$ cat config.mk
export PLATFORM = sky130hd
export DESIGN_NAME = rate_divider
export DESIGN_NICKNAME = d
export VERILOG_FILES = /design/src/rtl/thermal_pkg.sv /design/src/rtl/rate_divider.sv
export SDC_FILE = /design/constraint.sdc
export NUM_CORES = 1
export LEC_CHECK = 0
export BUFFER_PORTS_ARGS = -buffer_cell sky130_fd_sc_hd__buf_4
export CORE_MARGIN = 2
export CORE_UTILIZATION = 50
export DETAILED_ROUTE_END_ITERATION = 12
export MAX_ROUTING_LAYER = met4
export PLACE_DENSITY = 0.75
export SKIP_LAST_GASP = 1
export SLEW_MARGIN = 20
export SYNTH_ARGS = -nofsm -noshare
export SYNTH_HDL_FRONTEND = slang
export SYNTH_SLANG_ARGS = --single-unit
$ cat constraint.sdc
create_clock -name clk -period 2.8 [get_ports clk]
set_input_delay 0.28 -clock clk [delete_from_list [all_inputs] [get_ports clk]]
set_output_delay 0.28 -clock clk [all_outputs]
set_load 0.1 [all_outputs]
$ cat src/rtl/thermal_pkg.sv
// Shared types and constants for the room thermal plant model.
// The state enum doubles as the externally visible mode encoding.
package thermal_pkg;

  localparam int TEMP_W = 5;
  localparam logic [TEMP_W-1:0] TEMP_MAX = 5'd31;
  localparam logic [TEMP_W-1:0] TEMP_MIN = 5'd0;
  localparam int DIV_W = 8;

  typedef enum logic [1:0] {
    IDLE  = 2'd0,
    HEAT  = 2'd1,
    COOL  = 2'd2,
    FAULT = 2'd3
  } state_t;

  // A divide ratio of 256 encodes as 0; the divider's terminal count
  // (div - 1, modulo 256) then lands on 255 as required.
  function automatic logic [DIV_W-1:0] div_code(input int div);
    return DIV_W'(div);
  endfunction

endpackage

$ cat src/rtl/rate_divider.sv
// Free-running modulo-div counter with a restart input; tick marks the
// terminal count and is suppressed on a restart cycle.
module rate_divider
  import thermal_pkg::*;
(
  input  logic             clk,
  input  logic             rst_n,
  input  logic             restart,
  input  logic [DIV_W-1:0] div,
  output logic             tick
);

  logic [DIV_W-1:0] count;
  logic             terminal;

  assign terminal = (count == div - DIV_W'(1));
  assign tick     = terminal && !restart;

  // NOTE: sequential state uses non-blocking assignments so every register
  // samples pre-edge values regardless of block evaluation order.
  always_ff @(posedge clk or negedge rst_n) begin
    if (!rst_n) begin
      count <= '0;
    end else if (restart || terminal) begin
      count <= '0;
    end else begin
      count <= count + DIV_W'(1);
    end
  end

endmodule

==> results of run 1 <==
[cells in the mapped netlist]
| library cell | count |
|---|---|
| nand3_1 | 6 |
| a21oi_1 | 1 |
| nor4_4 | 1 |
| or2_2 | 1 |
| o21ai_1 | 1 |
| nor3_2 | 1 |
| nor2_1 | 3 |
| xor2_1 | 10 |
| nand2b_1 | 2 |
| and4_1 | 1 |
| and3_1 | 3 |
| a211oi_1 | 8 |
| and3b_1 | 1 |
| dfrtp_1 | 8 |
| nand2_1 | 1 |
| nand3_2 | 1 |
| clkbuf_2 | 2 |
| ha_1 | 2 |
| nand3b_1 | 2 |
| xnor2_1 | 5 |
| xnor2_2 | 1 |
| o22ai_2 | 1 |
| a31oi_1 | 1 |
| a2111oi_4 | 1 |
| xor2_2 | 1 |
| o21bai_1 | 1 |
| inv_1 | 3 |
| a211oi_2 | 1 |
[logic make-up after synthesis]
logic type / after synthesis / share of synthesized area
adders and majority gates: 2 / 0.0356
and+or+nand+nor: 23 / 0.222
AOI/OAI and AO/OA: 15 / 0.194
DFF: 8 / 0.285
xor gates and xnor gates: 17 / 0.233
buffers and inverters: 5 / 0.0302
[worst reg2reg max path, delay by kind of cell (launching register included)]
family | cells | cell delay (ps)
xor+xnor | 1 | 220
flops | 1 | 410
simple gates | 1 | 210
compound gates | 3 | 760
[power breakdown]
| part | leakage [nW] | internal (mW) | switching (mW) |
|---|---|---|---|
| Clock | 0.0138 | 0.0489 | 0.0369 |
| Combinational | 0.232 | 0.0325 | 0.0379 |
| Sequential | 0.109 | 0.120 | 0.00638 |
[area by class of cell]
cell class | instances | area, µm²
multi-input combinational | 57 | 482
fill | 114 | 467
sequential | 8 | 200
timing repair buffer | 13 | 100
clock buffer | 3 | 22.5
tap | 15 | 18.8
inverter | 3 | 11.3
[routing by layer]
layer  vias to the layer above  share of wire
li1                        286              -
met1                       263           0.43
met2                        13           0.49
met3                         6          0.048
met4                         0          0.031
met5                         -              0
[timing repair]
item,4_1_cts,5_1_grt
hold buffers,1,0
resized for setup,0,0
hold endpoints to repair,8,0
[through the flow]
stage | util | hold slack, ps | power (mW) | cell area (µm²)
6_report | 0.641 | 247 | 0.282 | 835
5_1_grt | 0.641 | 245 | 0.301 | 835
4_1_cts | 0.641 | 238 | 0.288 | 835
3_5_place_dp | 0.616 | 101 | 0.198 | 802
3_3_place_gp | 0.616 | 99.8 | 0.196 | 802
2_1_floorplan | - | -15.6 | 0.169 | 703
[final timing paths]
kind                       slack, ps  startpoint  cells after the start  endpoint
setup / recovery                 400      div[0]                      9      tick
hold / removal                   250     restart                      2  count[4]
setup reg to reg                1090    count[7]                      5  count[6]
hold reg to reg                  580    count[0]                      1  count[0]
max in group asynchronous       2290       rst_n                      2  count[7]
min in group asynchronous        390       rst_n                      2  count[0]
==> flow_metrics.tcl, run 1 <==
set metrics [dict create \
    met3_usage 0.0435 \
    synth_seq_cells 8 \
    yosys.area.top_type "dfrtp_1" \
    drt-total-wl_um 1420 \
    syn_to_final_growth_pct 18.7 \
    final_common_cell "buf_4" \
    synth.area.top_cells "dfrtp_1 (28%), xor2_1 (12%), a211oi_1 (8.5%), xnor2_1 (6.2%), nand3_1 (4.3%)" \
    crit_type "primary input to output pin" \
    portBuffers 11 \
    antenna_found_initial 0 \
    hold_violations 0 \
    synth_top_area_frac 0.285 \
    cp_slowest_cell "o22ai_2" \
    tns_ps 0 \
    path_delay_family "compound AO/OA/AOI/OAI gates" \
    rsz0062_at_grt "false" \
    synthesis.area_um2 703 \
    cp-end-kind "output pin" \
    syn_inst 70 \
    wire_per_inst_um 14.4 \
    rows 13 \
    arrival_ps 2120 \
    drt_iter0_drc 3 \
    overflow 0 \
    yosysUniqueCellTypes 28 \
    crit_buf_inv 3 \
    critPathMaxStageDelay_ps 330 \
    maxSlewHeadroom 0.734 \
    place_ws_ps 397 \
    vias 568 \
    via_per_inst 5.74 \
    grt_pass1_vias 581 \
    syn_nets 83 \
    cts_made_buffers 3 \
    cts.clk_slew.worst_paths_ps 50 \
    ys_warn_count 0 \
    peakVddDrop_mv 0.273 \
    busiest_layer "met2" \
    post-cts-setup-buffer-count 0 \
    syn_area_per_cell_um2 10.0 \
    core_region_area_um2 1300 \
    fin_nets 99 \
    die_h_um 41.5 \
    largest_reg_flops 8 \
    power.density_nw_per_um2 338 \
    clock.fmax_mhz 417 \
    layout_min_cycle_time_ps 2400 \
    die-area_um2 1720 \
    use_met1 0.243 \
    initial_utilization 0.540 \
    skew_ps 1.63 \
    drt.antenna.violating_nets 0 \
    ys_seq_area_frac 0.285 \
    setup_viol 0 \
    final_cell_mix "buf_4 (12), xor2_1 (10), a211oi_1 (8), dfrtp_1 (8), nand3_1 (6)" \
    ctsLongestPathBuffers 2 \
    stdcell_count 99 \
    worstPathCellList "buf_4 > inv_1 > ha_1 > o21bai_1 > a211oi_1 > a211oi_2 > o22ai_2 > and3b_1 > buf_4" \
    insertion_delay_ps 250 \
    diodes 0 \
    maxCapViolCount 0 \
    grt_max_degree 10 \
    fp.dieW_um 41.5 \
    grt_pass1_wl_um 2570 \
    min_path_type "primary input to register" \
    status "finished, final reports clean" \
    worstPathMaxFanout 9 \
    fin_crit_sh 0.856 \
    worst_pin_slew_ps 399 \
    timing.final.ws_setup_ps 402 \
    cts_tree "done" \
    grt_use_met2 0.313 \
    grt_usage 0.205 \
    reg_top3 "count (8)" \
    ios 12 \
    gp_congestion 0.786 \
    place_inst 95 \
    leakage_nw 0.355 \
    cts-root-buf "clkbuf_4" \
    drive_gt1_frac 0.286 \
    worst_path_most_repeated_cell "buf_4" \
    regMostFlops "count" \
    dr.pass1.iters 4 \
    drcViolationCount 0 \
    critPathLaunchType "primary input" \
    clock-sinks 8 \
    required_ps 2520 \
    h-tree-depth 1 \
    slew_viol_final 0 \
    hpwl_um 1130 \
]
(Power assumes the default switching activity.)
==> run 2: changes to the inputs <==
--- a/config.mk
+++ b/config.mk
@@ -5,6 +5,7 @@
 export SDC_FILE = /design/constraint.sdc
 export NUM_CORES = 1
 export LEC_CHECK = 0
+export ABC_CLOCK_PERIOD_IN_PS = 2900
 export BUFFER_PORTS_ARGS = -buffer_cell sky130_fd_sc_hd__buf_4
 export CORE_MARGIN = 2
 export CORE_UTILIZATION = 50
==> constraint.sdc (replaced) <==
create_clock -name clk -period 2.9 [get_ports clk]
set_input_delay 0.29 -clock clk [delete_from_list [all_inputs] [get_ports clk]]
set_output_delay 0.29 -clock clk [all_outputs]
set_load 0.1 [all_outputs]
==> flow_metrics.tcl, run 2 (synthesis gave the netlist of run 1 again) <==
set metrics [dict create \
    cts-root-buf "clkbuf_4" \
    cts_made_buffers 3 \
    hold_path_end "count[5]" \
    core_region_area_um2 1300 \
    ctsLongestPathBuffers 2 \
    die-area_um2 1720 \
    reg_top3 "count (8)" \
    syn_to_final_growth_pct 18.7 \
    vias 548 \
    cts_resized 0 \
    dr.pass1.iters 4 \
    worstPathMaxFanout 9 \
    arrival_ps 2110 \
    leakage_nw 0.355 \
    tns_ps 0 \
    grt_usage 0.193 \
    final_cell_mix "buf_4 (12), xor2_1 (10), a211oi_1 (8), dfrtp_1 (8), nand3_1 (6)" \
    grt_max_degree 10 \
    crit_type "primary input to output pin" \
    min_path_type "primary input to register" \
    required_ps 2610 \
    worst_path_most_repeated_cell "buf_4" \
    r2r-end "count[2]" \
    fp.dieW_um 41.5 \
    drive_gt1_frac 0.286 \
    diodes 0 \
    skew_ps 1.91 \
    rr_worst_depth 6 \
    slew_viol_final 0 \
    maxCapViolCount 0 \
    clock.fmax_mhz 416 \
    critPathLaunchType "primary input" \
    fin_crit_sh 0.828 \
    crit_buf_inv 3 \
    critPathMaxStageDelay_ps 320 \
    via_per_inst 5.54 \
    worst_pin_slew_ps 377 \
    rows 13 \
    clock-sinks 8 \
    cp-end-kind "output pin" \
    post-cts-setup-buffer-count 0 \
    fin_nets 99 \
    fillers 112 \
    gp_congestion 0.762 \
    peakVddDrop_mv 0.270 \
    worst_hold_path.num_cells 2 \
    rsz0062_at_grt "false" \
    status "finished, final reports clean" \
    portBuffers 11 \
    h-tree-depth 1 \
    drt_iter0_drc 11 \
    final_common_cell "buf_4" \
    cts_tree "done" \
    drt.antenna.violating_nets 0 \
    drcViolationCount 0 \
    cp_slowest_cell "o22ai_2" \
    cts.clk_slew.worst_paths_ps 50 \
    initial_utilization 0.540 \
    largest_reg_flops 8 \
    path_delay_family "compound AO/OA/AOI/OAI gates" \
    placed_area_um2 802 \
    hold_violations 0 \
    maxSlewHeadroom 0.749 \
    regMostFlops "count" \
    whs_ps 253 \
    worstPathCellList "buf_4 > inv_1 > ha_1 > o21bai_1 > a211oi_1 > a211oi_2 > o22ai_2 > and3b_1 > buf_4" \
    hp-start "restart" \
    drt-total-wl_um 1320 \
    insertion_delay_ps 250 \
    grt_pass1_wl_um 2440 \
    wire_per_inst_um 13.3 \
    grt_pass1_vias 549 \
    final_util 0.641 \
    overflow 0 \
    ios 12 \
    setup_viol 0 \
    layout_min_cycle_time_ps 2400 \
    power.density_nw_per_um2 327 \
    die_h_um 41.5 \
    r2r_slack_ps 1240 \
    reg2reg_from "count[3]" \
    finalPower_mw 0.273 \
    antenna_found_initial 0 \
    hpwl_um 1040 \
    fin_area_um2 835 \
]
run 2: cell counts in the layout (fill, tap and decap cells not counted):
Identical to the previous run, type by type.
run 2: cell type report:
cell class                 count  area (µm²)  share of cell area
tap                           15        18.8              0.0225
clock buffer                   3        22.5              0.0270
timing repair buffer          13         100               0.120
inverter                       3        11.3              0.0135
sequential                     8         200               0.240
multi-input combinational     57         482               0.577
run 2: per-layer routing:
metal / up-vias / part of all wire / track usage
li1: 281 / - / -
met1: 250 / 0.46 / 0.229
met2: 15 / 0.47 / 0.297
met3: 2 / 0.049 / 0.0435
met4: 0 / 0.022 / 0.116
met5: - / 0 / -
run 2: what timing repair did:
item,CTS,global route
endpoints found under the hold margin,8,0
hold buffers,1,0
setup endpoints to repair,0,0
run 2: worst max path at each step:
| stage | start | endpoint | slack [ps] | cells past startpoint |
|---|---|---|---|---|
| after CTS | div[0] | tick | 500 | 9 |
| after global placement | div[0] | tick | 570 | 9 |
| after floorplan | div[0] | tick | 350 | 8 |
| final | div[0] | tick | 500 | 9 |
| after detailed placement | div[0] | tick | 510 | 9 |
| after global routing | div[0] | tick | 330 | 9 |
run 2: power breakdown:
| group | total [mW] | internal [mW] | switching, mW |
|---|---|---|---|
| combinational | 0.0671 | 0.0315 | 0.0356 |
| clock | 0.0843 | 0.0473 | 0.0370 |
| sequential | 0.122 | 0.115 | 0.00607 |
| total | 0.273 | 0.194 | 0.0787 |
run 2: stage by stage:
step,instances,worst slack [ps]
finish,99,498
global route,99,331
CTS,99,501
detailed placement,95,512
global placement,95,575
floorplan,70,348
==> run 3: changes to the inputs <==
--- a/config.mk
+++ b/config.mk
@@ -5,13 +5,14 @@
 export SDC_FILE = /design/constraint.sdc
 export NUM_CORES = 1
 export LEC_CHECK = 0
-export ABC_CLOCK_PERIOD_IN_PS = 2900
+export ABC_AREA = 1
+export ABC_CLOCK_PERIOD_IN_PS = 2480
 export BUFFER_PORTS_ARGS = -buffer_cell sky130_fd_sc_hd__buf_4
 export CORE_MARGIN = 2
 export CORE_UTILIZATION = 50
 export DETAILED_ROUTE_END_ITERATION = 12
 export MAX_ROUTING_LAYER = met4
-export PLACE_DENSITY = 0.75
+export PLACE_DENSITY = 0.76
 export SKIP_LAST_GASP = 1
 export SLEW_MARGIN = 20
 export SYNTH_ARGS = -nofsm -noshare
==> constraint.sdc (replaced) <==
create_clock -name clk -period 2.48 [get_ports clk]
set_input_delay 0.248 -clock clk [delete_from_list [all_inputs] [get_ports clk]]
set_output_delay 0.248 -clock clk [all_outputs]
set_load 0.1 [all_outputs]
==> flow_metrics.tcl, run 3 <==
set metrics [dict create \
    dr.pass1.iters 4 \
    cts_tree "done" \
    final_util 0.680 \
    arrival_ps 1740 \
    skew_ps 0.406 \
    grt_pass1_vias 527 \
    final_cell_mix "nand2_1 (30), nor2_1 (22), inv_1 (13)" \
    cts-root-buf "clkbuf_4" \
    syn_inst 101 \
    maxSlewHeadroom 0.816 \
    critPathLaunchType "primary input" \
    async_flop_share 1.00 \
    multi_input_area_um2 404 \
    drt-total-wl_um 1160 \
    rr_worst_depth 10 \
    antenna_found_initial 0 \
    drt_iter0_drc 7 \
    cp-end-kind "output pin" \
    crit_type "primary input to output pin" \
    grt_max_degree 9 \
    r2r-end "count[2]" \
    grt_pass1_wl_um 2050 \
    tns_ps 0 \
    clock.fmax_mhz 503 \
    hold_violations 0 \
    stdcell_count 130 \
    synth_common_cells "nand2_1 (30), nor2_1 (23), inv_1 (13), dfrtp_1 (8)" \
    slew_viol_final 0 \
    ff_latch_area_um2 200 \
    ys_seq_area_frac 0.308 \
    grt_usage 0.205 \
    min_path_type "primary input to register" \
    post-cts-setup-buffer-count 0 \
    yosysUniqueCellTypes 14 \
    synth_edf_count 0 \
    syn_area_per_cell_um2 6.44 \
    diodes 0 \
    peakVddDrop_mv 0.296 \
    cts_made_buffers 3 \
    reg2reg_from "count[4]" \
    final_common_cell "nand2_1" \
    synth_seq_cells 8 \
    synth.area.top_cells "dfrtp_1 (31%), nand2_1 (17%), nor2_1 (13%), xor2_1 (9.4%), inv_1 (7.5%)" \
    vias 616 \
    crit_path_end "tick" \
    r2r_slack_ps 1150 \
    worstPathMaxFanout 5 \
    cts.clk_slew.worst_paths_ps 50 \
    hpwl_um 977 \
    largest_reg_flops 8 \
    ys_warn_count 0 \
    leakage_nw 0.407 \
    drive_gt1_frac 0.147 \
    initial_utilization 0.563 \
    die_h_um 40.1 \
    clock-sinks 8 \
    reg_top3 "count (8)" \
    syn_to_final_growth_pct 20.8 \
    insertion_delay_ps 240 \
    fin_nets 131 \
    rows 12 \
    place_inst 126 \
    required_ps 2230 \
    ys.flop_type "dfrtp_1" \
    portBuffers 11 \
    fin_crit_sh 0.802 \
    finalPower_mw 0.296 \
    ctsLongestPathBuffers 2 \
    syn_nets 114 \
    overflow 0 \
    layout_min_cycle_time_ps 1990 \
    die-area_um2 1610 \
    power.density_nw_per_um2 377 \
    via_per_inst 4.74 \
    wire_per_inst_um 8.94 \
    fp.dieW_um 40.1 \
    ios 12 \
    h-tree-depth 1 \
    synth.most_common_cell "nand2_1" \
    fillers 111 \
    gp_congestion 0.724 \
    worst_pin_slew_ps 279 \
    core_region_area_um2 1160 \
    setup_viol 0 \
    regMostFlops "count" \
    maxCapViolCount 0 \
    status "finished, final reports clean" \
    rsz0062_at_grt "false" \
    yosys.area.top_type "dfrtp_1" \
    synth_top_area_frac 0.308 \
    crit_start "div[0]" \
    whs_ps 335 \
    drcViolationCount 0 \
    drt.antenna.violating_nets 0 \
    synthesis.area_um2 651 \
]
## run 3: final cells by class
class	instances	area share
Sequential cell	8	0.255
Tap cell	14	0.0223
Clock buffer	3	0.0287
Timing Repair Buffer	12	0.118
Inverter	13	0.0621
Multi-Input combinational cell	80	0.514
## run 3: per-stage QoR
| stage | cell area, µm² | setup WS (ps) |
|---|---|---|
| final | 786 | 491 |
| after global routing | 786 | 244 |
| after CTS | 786 | 471 |
| after detailed placement | 753 | 477 |
| after global placement | 753 | 523 |
| after floorplan | 653 | 282 |
## run 3: worst min-delay path by stage
stage             from       end  slack, ps  cells after the start
4_1_cts        restart  count[1]        330                      4
3_3_place_gp     rst_n  count[0]         70                      1
6_report       restart  count[1]        330                      4
5_1_grt        restart  count[6]        350                      4
2_1_floorplan    rst_n  count[0]        -50                      0
3_5_place_dp     rst_n  count[0]         70                      1
## run 3: timing repair
action / CTS / global route
hold buffers: 1 / 0
endpoints found under the hold margin: 8 / 0
resized for setup: 0 / 0
## run 3: logic make-up after synthesis
family	Yosys count	synth area share
compound gates	2	0.0154
flops	8	0.308
simple gates	65	0.415
xor+xnor	11	0.148
buf+inv	13	0.0750
fa+ha+maj	2	0.0385
## run 3: power by group
group / internal (mW) / total (mW) / leakage [nW] / switching, mW
clock: 0.0548 / 0.0903 / 0.0138 / 0.0355
sequential: 0.135 / 0.140 / 0.109 / 0.00525
combinational: 0.0308 / 0.0654 / 0.284 / 0.0346
## run 3: critical path, cell delays in order
cell and delay (ps):
buf_4 110, inv_1 110, ha_1 260, nand2_1 70, inv_1 30, nor2_1 70
nand2_1 50, nor2_1 100, nand3_1 70, nor2_1 100, nand2_1 120, nor2_2 100
buf_4 290
## run 3: routing by layer
metal / wire (µm) / GRT usage / vias to the layer above / share of wire
li1: - / - / 338 / -
met2: 555 / 0.310 / 7 / 0.48
met3: 43 / 0.0333 / 2 / 0.037
met1: 552 / 0.252 / 269 / 0.48
met5: 0 / - / - / 0
met4: 11 / 0.129 / 0 / 0.0095
